[src/rtl/systolic_pe_v2_if.sv]
// rtl/systolic_pe_v2_if.sv - operand, drain-chain and status bundle for one systolic PE
//
// Signals (slave = the PE, master = whoever drives it):
//   fire, clr          master->PE  operand pair valid / start new tile
//   in_w, in_a         master->PE  weight / activation operands (DATA_W)
//   out_f              PE->master  fire delayed one cycle for the neighbour
//   out_w, out_a       PE->master  operands captured on an accepted fire
//   drain              master->PE  request to shift the accumulator out
//   psum_in, _vld      master->PE  upstream drain-chain word (ACC_W)
//   psum_out, _vld     PE->master  downstream drain-chain word (ACC_W)
//   busy               PE->master  high while draining
//   ovf                PE->master  sticky accumulator overflow
interface systolic_pe_v2_if #(
    parameter int DATA_W = 8,
    parameter int ACC_W  = 20
);
    logic              fire;
    logic              clr;
    logic [DATA_W-1:0] in_w;
    logic [DATA_W-1:0] in_a;
    logic              out_f;
    logic [DATA_W-1:0] out_w;
    logic [DATA_W-1:0] out_a;
    logic              drain;
    logic [ACC_W-1:0]  psum_in;
    logic              psum_in_vld;
    logic [ACC_W-1:0]  psum_out;
    logic              psum_out_vld;
    logic              busy;
    logic              ovf;

    modport master (
        output fire, clr, in_w, in_a, drain, psum_in, psum_in_vld,
        input  out_f, out_w, out_a, psum_out, psum_out_vld, busy, ovf
    );

    modport slave (
        input  fire, clr, in_w, in_a, drain, psum_in, psum_in_vld,
        output out_f, out_w, out_a, psum_out, psum_out_vld, busy, ovf
    );
endinterface

[src/rtl/systolic_pe_v2.sv]
// rtl/systolic_pe_v2.sv - output-stationary MAC processing element with serial drain chain
//
// Parameters:
//   DATA_W    operand width
//   ACC_W     accumulator width, must be >= 2*DATA_W
//   SIGNED    1: two's complement operands/accumulator, 0: unsigned
//   CHAIN_POS number of PEs upstream on the drain chain (0 = chain head)
// Ports:
//   clk  clock, all state changes on the rising edge
//   rst  asynchronous reset, active high
//   pe   systolic_pe_v2_if.slave: operands in/out, drain chain, busy, ovf
// Build option:
//   SYSTOLA_PE_SATURATE_EN  when defined the accumulator clamps at its range
//                           limits instead of wrapping; ovf flags every clamp.
module systolic_pe_v2 #(
    parameter int DATA_W    = 8,
    parameter int ACC_W     = 20,
    parameter int SIGNED    = 0,
    parameter int CHAIN_POS = 0
) (
    input logic            clk,
    input logic            rst,
    systolic_pe_v2_if.slave pe
);
    localparam logic [1:0] ST_IDLE  = 2'd0;
    localparam logic [1:0] ST_ACCUM = 2'd1;
    localparam logic [1:0] ST_DRAIN = 2'd2;

    localparam int PROD_W    = 2 * DATA_W;
    localparam int EXT_W     = ACC_W - PROD_W;
    localparam bit IS_SIGNED = (SIGNED != 0);
    localparam int CNT_W     = (CHAIN_POS < 1) ? 1 : $clog2(CHAIN_POS + 1);
    localparam logic [CNT_W-1:0] CNT_LAST = CNT_W'(CHAIN_POS);

    logic [1:0]        state;
    logic [ACC_W-1:0]  acc;
    logic              ovf_q;
    logic [CNT_W-1:0]  fwd_cnt;
    logic              out_f_q;
    logic [DATA_W-1:0] out_w_q;
    logic [DATA_W-1:0] out_a_q;
    logic [ACC_W-1:0]  psum_q;
    logic              psum_vld_q;

    // Operands are widened to the product width so that a plain multiply
    // yields the correct low 2*DATA_W bits for both signed and unsigned data.
    logic              w_sx;
    logic              a_sx;
    logic [PROD_W-1:0] w_ext;
    logic [PROD_W-1:0] a_ext;
    logic [PROD_W-1:0] prod;
    logic              prod_sx;
    logic [ACC_W-1:0]  prod_ext;

    assign w_sx    = IS_SIGNED & pe.in_w[DATA_W-1];
    assign a_sx    = IS_SIGNED & pe.in_a[DATA_W-1];
    assign w_ext   = {{DATA_W{w_sx}}, pe.in_w};
    assign a_ext   = {{DATA_W{a_sx}}, pe.in_a};
    assign prod    = w_ext * a_ext;
    assign prod_sx = IS_SIGNED & prod[PROD_W-1];

    generate
        if (EXT_W > 0) begin : g_ext
            assign prod_ext = {{EXT_W{prod_sx}}, prod};
        end else begin : g_noext
            assign prod_ext = prod;
        end
    endgenerate

    // Accumulate; a clr-qualified fire restarts the tile from the product.
    logic              fire_ok;
    logic [ACC_W-1:0]  base;
    logic [ACC_W-1:0]  sum;
    logic              carry;
    logic              sgn_ovf;
    logic              wrapped;
    logic [ACC_W-1:0]  mac_val;
    logic [ACC_W-1:0]  acc_mac;
    logic              ovf_mac;

    assign fire_ok = pe.fire & (state != ST_DRAIN);
    assign base    = pe.clr ? '0 : acc;
    assign {carry, sum} = {1'b0, base} + {1'b0, prod_ext};

    // Signed overflow: both addends share a sign the result does not.
    assign sgn_ovf = (base[ACC_W-1] == prod_ext[ACC_W-1]) &&
                     (sum[ACC_W-1] != base[ACC_W-1]);
    assign wrapped = IS_SIGNED ? sgn_ovf : carry;

`ifdef SYSTOLA_PE_SATURATE_EN
    logic [ACC_W-1:0] clamp;
    // A signed overflow can only happen away from zero in the direction of
    // base's sign, so base's sign picks the rail.
    assign clamp   = IS_SIGNED ? (base[ACC_W-1] ? {1'b1, {(ACC_W-1){1'b0}}}
                                                : {1'b0, {(ACC_W-1){1'b1}}})
                               : {ACC_W{1'b1}};
    assign mac_val = wrapped ? clamp : sum;
`else
    assign mac_val = sum;
`endif

    // A product always fits in ACC_W, so clr+fire can never overflow and
    // simply restarts the sticky flag.
    assign acc_mac = fire_ok ? mac_val : acc;
    assign ovf_mac = fire_ok ? ((ovf_q & ~pe.clr) | wrapped) : ovf_q;

    always_ff @(posedge clk or posedge rst) begin
        if (rst) begin
            state      <= ST_IDLE;
            acc        <= '0;
            ovf_q      <= 1'b0;
            fwd_cnt    <= '0;
            out_f_q    <= 1'b0;
            out_w_q    <= '0;
            out_a_q    <= '0;
            psum_q     <= '0;
            psum_vld_q <= 1'b0;
        end else begin
            out_f_q <= fire_ok;
            ovf_q   <= ovf_mac;
            if (fire_ok) begin
                out_w_q <= pe.in_w;
                out_a_q <= pe.in_a;
            end

            case (state)
                ST_IDLE, ST_ACCUM: begin
                    if (pe.drain) begin
                        // Snapshot includes any MAC of this same cycle; the
                        // accumulator is free once its value sits in psum_out.
                        state      <= ST_DRAIN;
                        psum_q     <= acc_mac;
                        psum_vld_q <= 1'b1;
                        acc        <= '0;
                        fwd_cnt    <= '0;
                    end else begin
                        acc <= acc_mac;
                        if (fire_ok) begin
                            state <= ST_ACCUM;
                        end
                    end
                end

                ST_DRAIN: begin
                    if (fwd_cnt == CNT_LAST) begin
                        // All upstream words have passed through.
                        state      <= ST_IDLE;
                        psum_vld_q <= 1'b0;
                        fwd_cnt    <= '0;
                    end else begin
                        psum_q     <= pe.psum_in;
                        psum_vld_q <= pe.psum_in_vld;
                        if (pe.psum_in_vld) begin
                            fwd_cnt <= fwd_cnt + 1'b1;
                        end
                    end
                end

                default: begin
                    state <= ST_IDLE;
                end
            endcase
        end
    end

    assign pe.out_f        = out_f_q;
    assign pe.out_w        = out_w_q;
    assign pe.out_a        = out_a_q;
    assign pe.psum_out     = psum_q;
    assign pe.psum_out_vld = psum_vld_q;
    assign pe.busy         = (state == ST_DRAIN);
    assign pe.ovf          = ovf_q;
endmodule
[src/flat_wrapper.sv]
// flat-port wrapper written by rule: the top's interface ports become plain ports
module systolic_pe_v2_flat 
#(
    parameter int DATA_W    = 8,
    parameter int ACC_W     = 20,
    parameter int SIGNED    = 0,
    parameter int CHAIN_POS = 0
)
  (clk, rst, pe_fire, pe_clr, pe_in_w, pe_in_a, pe_drain, pe_psum_in, pe_psum_in_vld, pe_out_f, pe_out_w, pe_out_a, pe_psum_out, pe_psum_out_vld, pe_busy, pe_ovf);
  systolic_pe_v2_if #(.DATA_W(DATA_W), .ACC_W(ACC_W)) pe_i ();
  input logic clk;
  input logic rst;
  input wire logic [$bits(pe_i.fire)-1:0] pe_fire;
  input wire logic [$bits(pe_i.clr)-1:0] pe_clr;
  input wire logic [$bits(pe_i.in_w)-1:0] pe_in_w;
  input wire logic [$bits(pe_i.in_a)-1:0] pe_in_a;
  input wire logic [$bits(pe_i.drain)-1:0] pe_drain;
  input wire logic [$bits(pe_i.psum_in)-1:0] pe_psum_in;
  input wire logic [$bits(pe_i.psum_in_vld)-1:0] pe_psum_in_vld;
  output wire logic [$bits(pe_i.out_f)-1:0] pe_out_f;
  output wire logic [$bits(pe_i.out_w)-1:0] pe_out_w;
  output wire logic [$bits(pe_i.out_a)-1:0] pe_out_a;
  output wire logic [$bits(pe_i.psum_out)-1:0] pe_psum_out;
  output wire logic [$bits(pe_i.psum_out_vld)-1:0] pe_psum_out_vld;
  output wire logic [$bits(pe_i.busy)-1:0] pe_busy;
  output wire logic [$bits(pe_i.ovf)-1:0] pe_ovf;
  assign pe_i.fire = pe_fire;
  assign pe_i.clr = pe_clr;
  assign pe_i.in_w = pe_in_w;
  assign pe_i.in_a = pe_in_a;
  assign pe_i.drain = pe_drain;
  assign pe_i.psum_in = pe_psum_in;
  assign pe_i.psum_in_vld = pe_psum_in_vld;
  assign pe_out_f = pe_i.out_f;
  assign pe_out_w = pe_i.out_w;
  assign pe_out_a = pe_i.out_a;
  assign pe_psum_out = pe_i.psum_out;
  assign pe_psum_out_vld = pe_i.psum_out_vld;
  assign pe_busy = pe_i.busy;
  assign pe_ovf = pe_i.ovf;
  systolic_pe_v2 #(.DATA_W(DATA_W), .ACC_W(ACC_W), .SIGNED(SIGNED), .CHAIN_POS(CHAIN_POS)) u_core (.clk(clk), .rst(rst), .pe(pe_i));
endmodule
[config.mk]
export PLATFORM = sky130hd
export DESIGN_NAME = systolic_pe_v2_flat
export DESIGN_NICKNAME = d
export VERILOG_FILES = /design/src/rtl/systolic_pe_v2_if.sv /design/src/rtl/systolic_pe_v2.sv /design/src/flat_wrapper.sv
export SDC_FILE = /design/constraint.sdc
export NUM_CORES = 1
export LEC_CHECK = 0
export CAP_MARGIN = 20
export CORE_UTILIZATION = 55
export DETAILED_ROUTE_END_ITERATION = 7
export GPL_TIMING_DRIVEN = 0
export MAX_ROUTING_LAYER = met4
export PLACE_DENSITY = 0.9
export SYNTH_ARGS = -nofsm -noshare
export SYNTH_HDL_FRONTEND = slang
export SYNTH_SLANG_ARGS = --single-unit
[constraint.sdc]
create_clock -name clk -period 5.1 [get_ports clk]
set_input_delay 1.275 -clock clk [delete_from_list [all_inputs] [get_ports clk]]
set_output_delay 1.275 -clock clk [all_outputs]
set_load 0.05 [all_outputs]
After elaboration in Yosys (flattened, before gate mapping)
Cells that the tools add are included.
{ "word_totals": {"regBits": 62, "inputBits": 42, "output_inout_bits": 40, "wordCells": 46} }
{ "classes": {"addsub": 2, "mul": 1, "eq_ne": 7, "n_mux": 17, "bitwise": 4, "n_reduce_logical": 6} }
{ "ops": {"columns": ["operator", "count"], "rows": [
  ["$mux W20", 5],
  ["$pmux W20 S2", 1],
  ["$add A20 B16 Y21", 1],
  ["$mul A8 B8 Y16", 1],
  ["$mux W2", 3],
  ["$ne A2 B2 Y1 const B", 3],
  ["$mux W1", 5],
  ["$pmux W1 S2", 2],
  ["$pmux W2 S2", 1],
  ["$reduce_and A2 Y1", 2],
  ["$ne A3 B2 Y1 const B", 1],
  ["$reduce_and A3 Y1", 1],
  ["$and A1 B1 Y1", 2],
  ["$eq A2 B1 Y1 const B", 1],
  ["$eq A2 B2 Y1 const B", 1],
  ["$logic_not A2 Y1", 1],
  ["$ne A2 B1 Y1 const B", 1],
  ["$reduce_bool A2 Y1", 1],
  ["$reduce_or A2 Y1", 1],
  ["$add A1 B1 Y1 const B", 1],
  ["$not A1 Y1", 1],
  ["$or A1 B1 Y1", 1]
]} }

Logic depth before layout (Yosys ltp)
{ "depth": {"depth_word": 5, "mapped_depth": 19, "depth_no_buf": 17} }

Worst setup path before layout
OpenSTA, ideal clock, no wires.
{ "synth_path": {"path_kind": "input to register", "startpoint": "input pe_clr", "endpoint": "register u_core.psum_q[13], in the netlist u_core.pe.psum_out[13]", "setup_ns": 0.134, "t_arrival_ns": 5.386, "required_ns": 4.966, "slack_ns": -0.419, "path_stages": 17, "path_buffers": 2, "cell_sequence": "clkbuf_1 -> clkbuf_1 -> nand2b_1 -> fa_1 -> inv_1 -> fa_1 -> fa_1 -> inv_1 -> fa_1 -> inv_1 -> ha_1 -> a21o_1 -> a21oi_2 -> a31oi_1 -> a21o_1 -> a2111oi_0 -> o21ai_1"} }
{ "synth_between": {"elab_chain_cells": 5} }
{ "synth_lines": {"columns": ["item", "line", "text"], "rows": [
  ["start: declaration", "flat_wrapper.sv:14", "input wire logic [$bits(pe_i.clr)-1:0] pe_clr;"],
  ["$mux W20", "systolic_pe_v2.sv:82", "assign base = pe.clr ? '0 : acc;"],
  ["$add A20 B16 Y21", "systolic_pe_v2.sv:83", "assign {carry, sum} = {1'b0, base} + {1'b0, prod_ext};"],
  ["$mux W20", "systolic_pe_v2.sv:104", "assign acc_mac = fire_ok ? mac_val : acc;"],
  ["$mux W20", "systolic_pe_v2.sv:128", "if (pe.drain) begin"],
  ["$pmux W20 S2", "systolic_pe_v2.sv:126", "case (state)"],
  ["end signal: assignment", "systolic_pe_v2.sv:132", "psum_q <= acc_mac;"],
  ["end signal: assignment", "systolic_pe_v2.sv:151", "psum_q <= pe.psum_in;"],
  ["end: declaration", "systolic_pe_v2.sv:42", "logic [ACC_W-1:0] psum_q;"]
]} }
Every way passes these cells. The select of a mux whose other input is x is not followed.
A chain may end at the register's enable or synchronous reset.

Worst setup path after layout
{ "layout_path": {"startpoint": "input pe_clr", "endpoint": "register u_core.psum_q[18], in the netlist u_core.pe.psum_out[18]"} }
Same word-level chain as after synthesis.

==> reports/qor.yml <==
power_and_ir_drop:
  power_per_cell_area_nw_per_um2: 533
  p_leak_nw: 3.58
  p_total_mw: 4.00
  vdd_ir_drop_max_mv: 0.392
sta:
  rsz0062_at_grt: "yes"
  fin_setup_tns_ns: -0.930
  fin_crit_ns: 5.25
  skew_ns: 0.0106
  min_period_over_period: 1.03
  fmax_ghz: 0.191
  hold_violations: 0
  setup_slack_ns: -0.147
  slew_headroom: 0.575
  whs_ns: 0.481
  slew_violations: 0
  setup_violations: 12
  worst_slew_pin_slew_ns: 0.637
synthesis:
  synth_edf_count: 0
  synthAdderAreaFrac: 0.262
  synth_top_family_by_area: "adder cells"
  synthesis.nets: 811
  synth_warnings: 0
  synthCells: 678
  synth_simple_gate_area_frac: 0.205
  async_flop_share: 1.00
  synth_compound_area_frac: 0.159
  synth_top_area_frac: 0.269
  synthDistinctLibCells: 59
  ys.flop_type: "dfrtp_1"
  synth_xor_area_frac: 0.0121
  ys_seq_area_frac: 0.269
  avgSynthCellArea_um2: 8.51
  syn-cell-area_um2: 5770
  synthMuxAreaShare: 0.00694
  synth_area_leaders: "dfrtp_1 27%, fa_1 17%, ha_1 8.9%, nand2_1 8.1%, inv_1 6.0%"
  ys_ff_latch: 62
  yosysTopAreaCell: "dfrtp_1"
route:
  first_pass_iters: 5
  routed_wl_um: 16600
  drc: 0
  ant_nets: 0
  drt-wirelength-per-cell_um: 17.8
  via_count: 5462
  via_per_inst: 5.89
  drtIter0Drc: 440
placed_design:
  placed_area_um2: 6870
  io_buffers: 76
  hpwl_um: 11600
  dp.cells: 891
  pre_cts_ws_ns: -1.04
  place_congestion: 0.922
floorplan:
  rows: 37
  start_util: 0.564
  coreArea_um2: 10200
  die_area_um2: 10900
  dieHeight_um: 104
  die_x_um: 104
  io_pins: 82
critical_path:
  arrival_ns: 5.54
  required_ns: 5.39
  path_max_fanout: 8
  startpoint_type: "input port"
  endpoint_kind: "flip-flop"
  critPathKind: "in2reg"
grt:
  grt_pass1_wl_um: 26600
  antenna_found_initial: 0
  grt_max_degree: 39
  overflow: 0
  grt.total_usage: 0.316
  grt_pass1_vias: 5543
clock_network:
  cts_buffer_depth: 2
  htreeDepth: 3
  cts_tree: "yes"
  clk_latency_ns: 0.35
  numCtsBuffers: 9
  root_buffer: "clkbuf_8"
  cts_hold_buf: 0
  clkTransAtPathRegs_ns: 0.09
  cts.sinks: 62
cells_and_area:
  seq_area_um2: 1550
  layout_commonest_cell: "nand2_1"
  n_antenna_cell: 0
  multi_input_area_um2: 4100
  area_growth_pct: 30.1
  utilization: 0.734
  fillers: 693
  final_cell_mix: "122 x nand2_1, 86 x inv_1, 64 x clkdlybuf4s50_1"
  fin_area_um2: 7510
  stdcell_count: 928
  nets: 920
  layout-drive-gt1-share: 0.174
worst_hold_path:
  holdCritPathClass: "reg2reg"
flow_run:
  drv_cap: 0
run_status:
  status: "finished with violations"
  violations: "negative setup slack"
Yosys cell counts (3+ instances only):
cell	instances
a211oi_1	8
a21o_1	11
a21oi_1	38
a22o_1	3
a311oi_1	3
a31oi_1	7
and2_1	43
buf_1	4
buf_2	4
buf_4	4
clkbuf_1	21
dfrtp_1	62
fa_1	50
ha_1	41
inv_1	92
mux2i_1	4
nand2_1	125
nand2b_1	10
nand3_1	4
nand4_1	3
nor2_1	17
nor2b_1	16
nor3_1	7
o211ai_1	3
o21a_1	8
o21ai_0	38
o21ai_1	3
or3_1	6
xnor2_1	6
critical path, cell delays in order:
cell and delay (ns):
buf_12 0.11, clkbuf_16 0.15, nand2b_4 0.14, fa_1 0.50, inv_1 0.05, fa_1 0.46, fa_1 0.51, inv_2 0.04
fa_1 0.56, inv_2 0.05, ha_4 0.28, o211ai_1 0.12, o211ai_1 0.37, a21oi_2 0.13, a221o_1 0.39, a21oi_2 0.19
a221o_1 0.18
flip-flops by register name (all words and copies together) (netlist names):
signal / flops
u_core.acc: 20
u_core.fwd_cnt: 1
u_core.pe.out_a: 8
u_core.pe.out_f: 1
u_core.pe.out_w: 8
u_core.pe.ovf: 1
u_core.pe.psum_out: 20
u_core.pe.psum_out_vld: 1
u_core.state: 2
cell type report:
type | count | area share
timing repair buffer | 99 | 0.125
clock buffer | 9 | 0.0165
inverter | 93 | 0.0465
sequential | 62 | 0.207
tap | 136 | 0.0227
buffer | 33 | 0.0252
clock inverter | 7 | 0.0108
multi-input combinational | 489 | 0.546
kinds of logic (layout without fill, tap and decap cells):
kind of cell	after synthesis	count (layout)
XOR/XNOR	8	8
AND/OR/NAND/NOR	244	244
buffers and inverters	127	241
multiplexers	4	4
flip-flops	62	62
AO/OA/AOI/OAI	142	142
adder cells (fa/ha/maj)	91	91
path summary, 6_finish.rpt:
path | slack [ns] | startpoint | end | cells past startpoint
worst max-delay path | -0.15 | pe_clr | u_core.pe.psum_out[18] | 17
worst min-delay path | 0.48 | u_core.pe.out_w[5] | u_core.pe.out_w[5] | 2
worst max register to register | 0.63 | u_core.acc[7] | u_core.pe.psum_out[18] | 15
worst min register to register | 0.48 | u_core.pe.out_w[5] | u_core.pe.out_w[5] | 2
max in group asynchronous | 3.20 | rst | u_core.acc[12] | 3
min in group asynchronous | 1.29 | rst | u_core.pe.out_w[0] | 2
metal layers:
metal,vias up,track usage,routed length (um)
met5,-,-,0
met4,0,0.124,605
met2,321,0.512,7990
met1,2648,0.394,6790
met3,65,0.0533,1160
li1,2428,-,-
what timing repair did:
item / 4_1_cts / 5_1_grt
buffers inserted: 10 / 14
setup endpoints to repair: 29 / 24
pin swaps: 17 / 30
gates resized for setup: 71 / 82
where the power goes:
group	leakage (nW)	internal (mW)	total (mW)	switching [mW]
registers	0.791	0.605	0.699	0.0942
logic	2.68	1.19	2.82	1.63
clock network	0.106	0.234	0.485	0.251
total	3.58	2.03	4.00	1.97
Note: power is estimated with default switching activity, not from simulation.
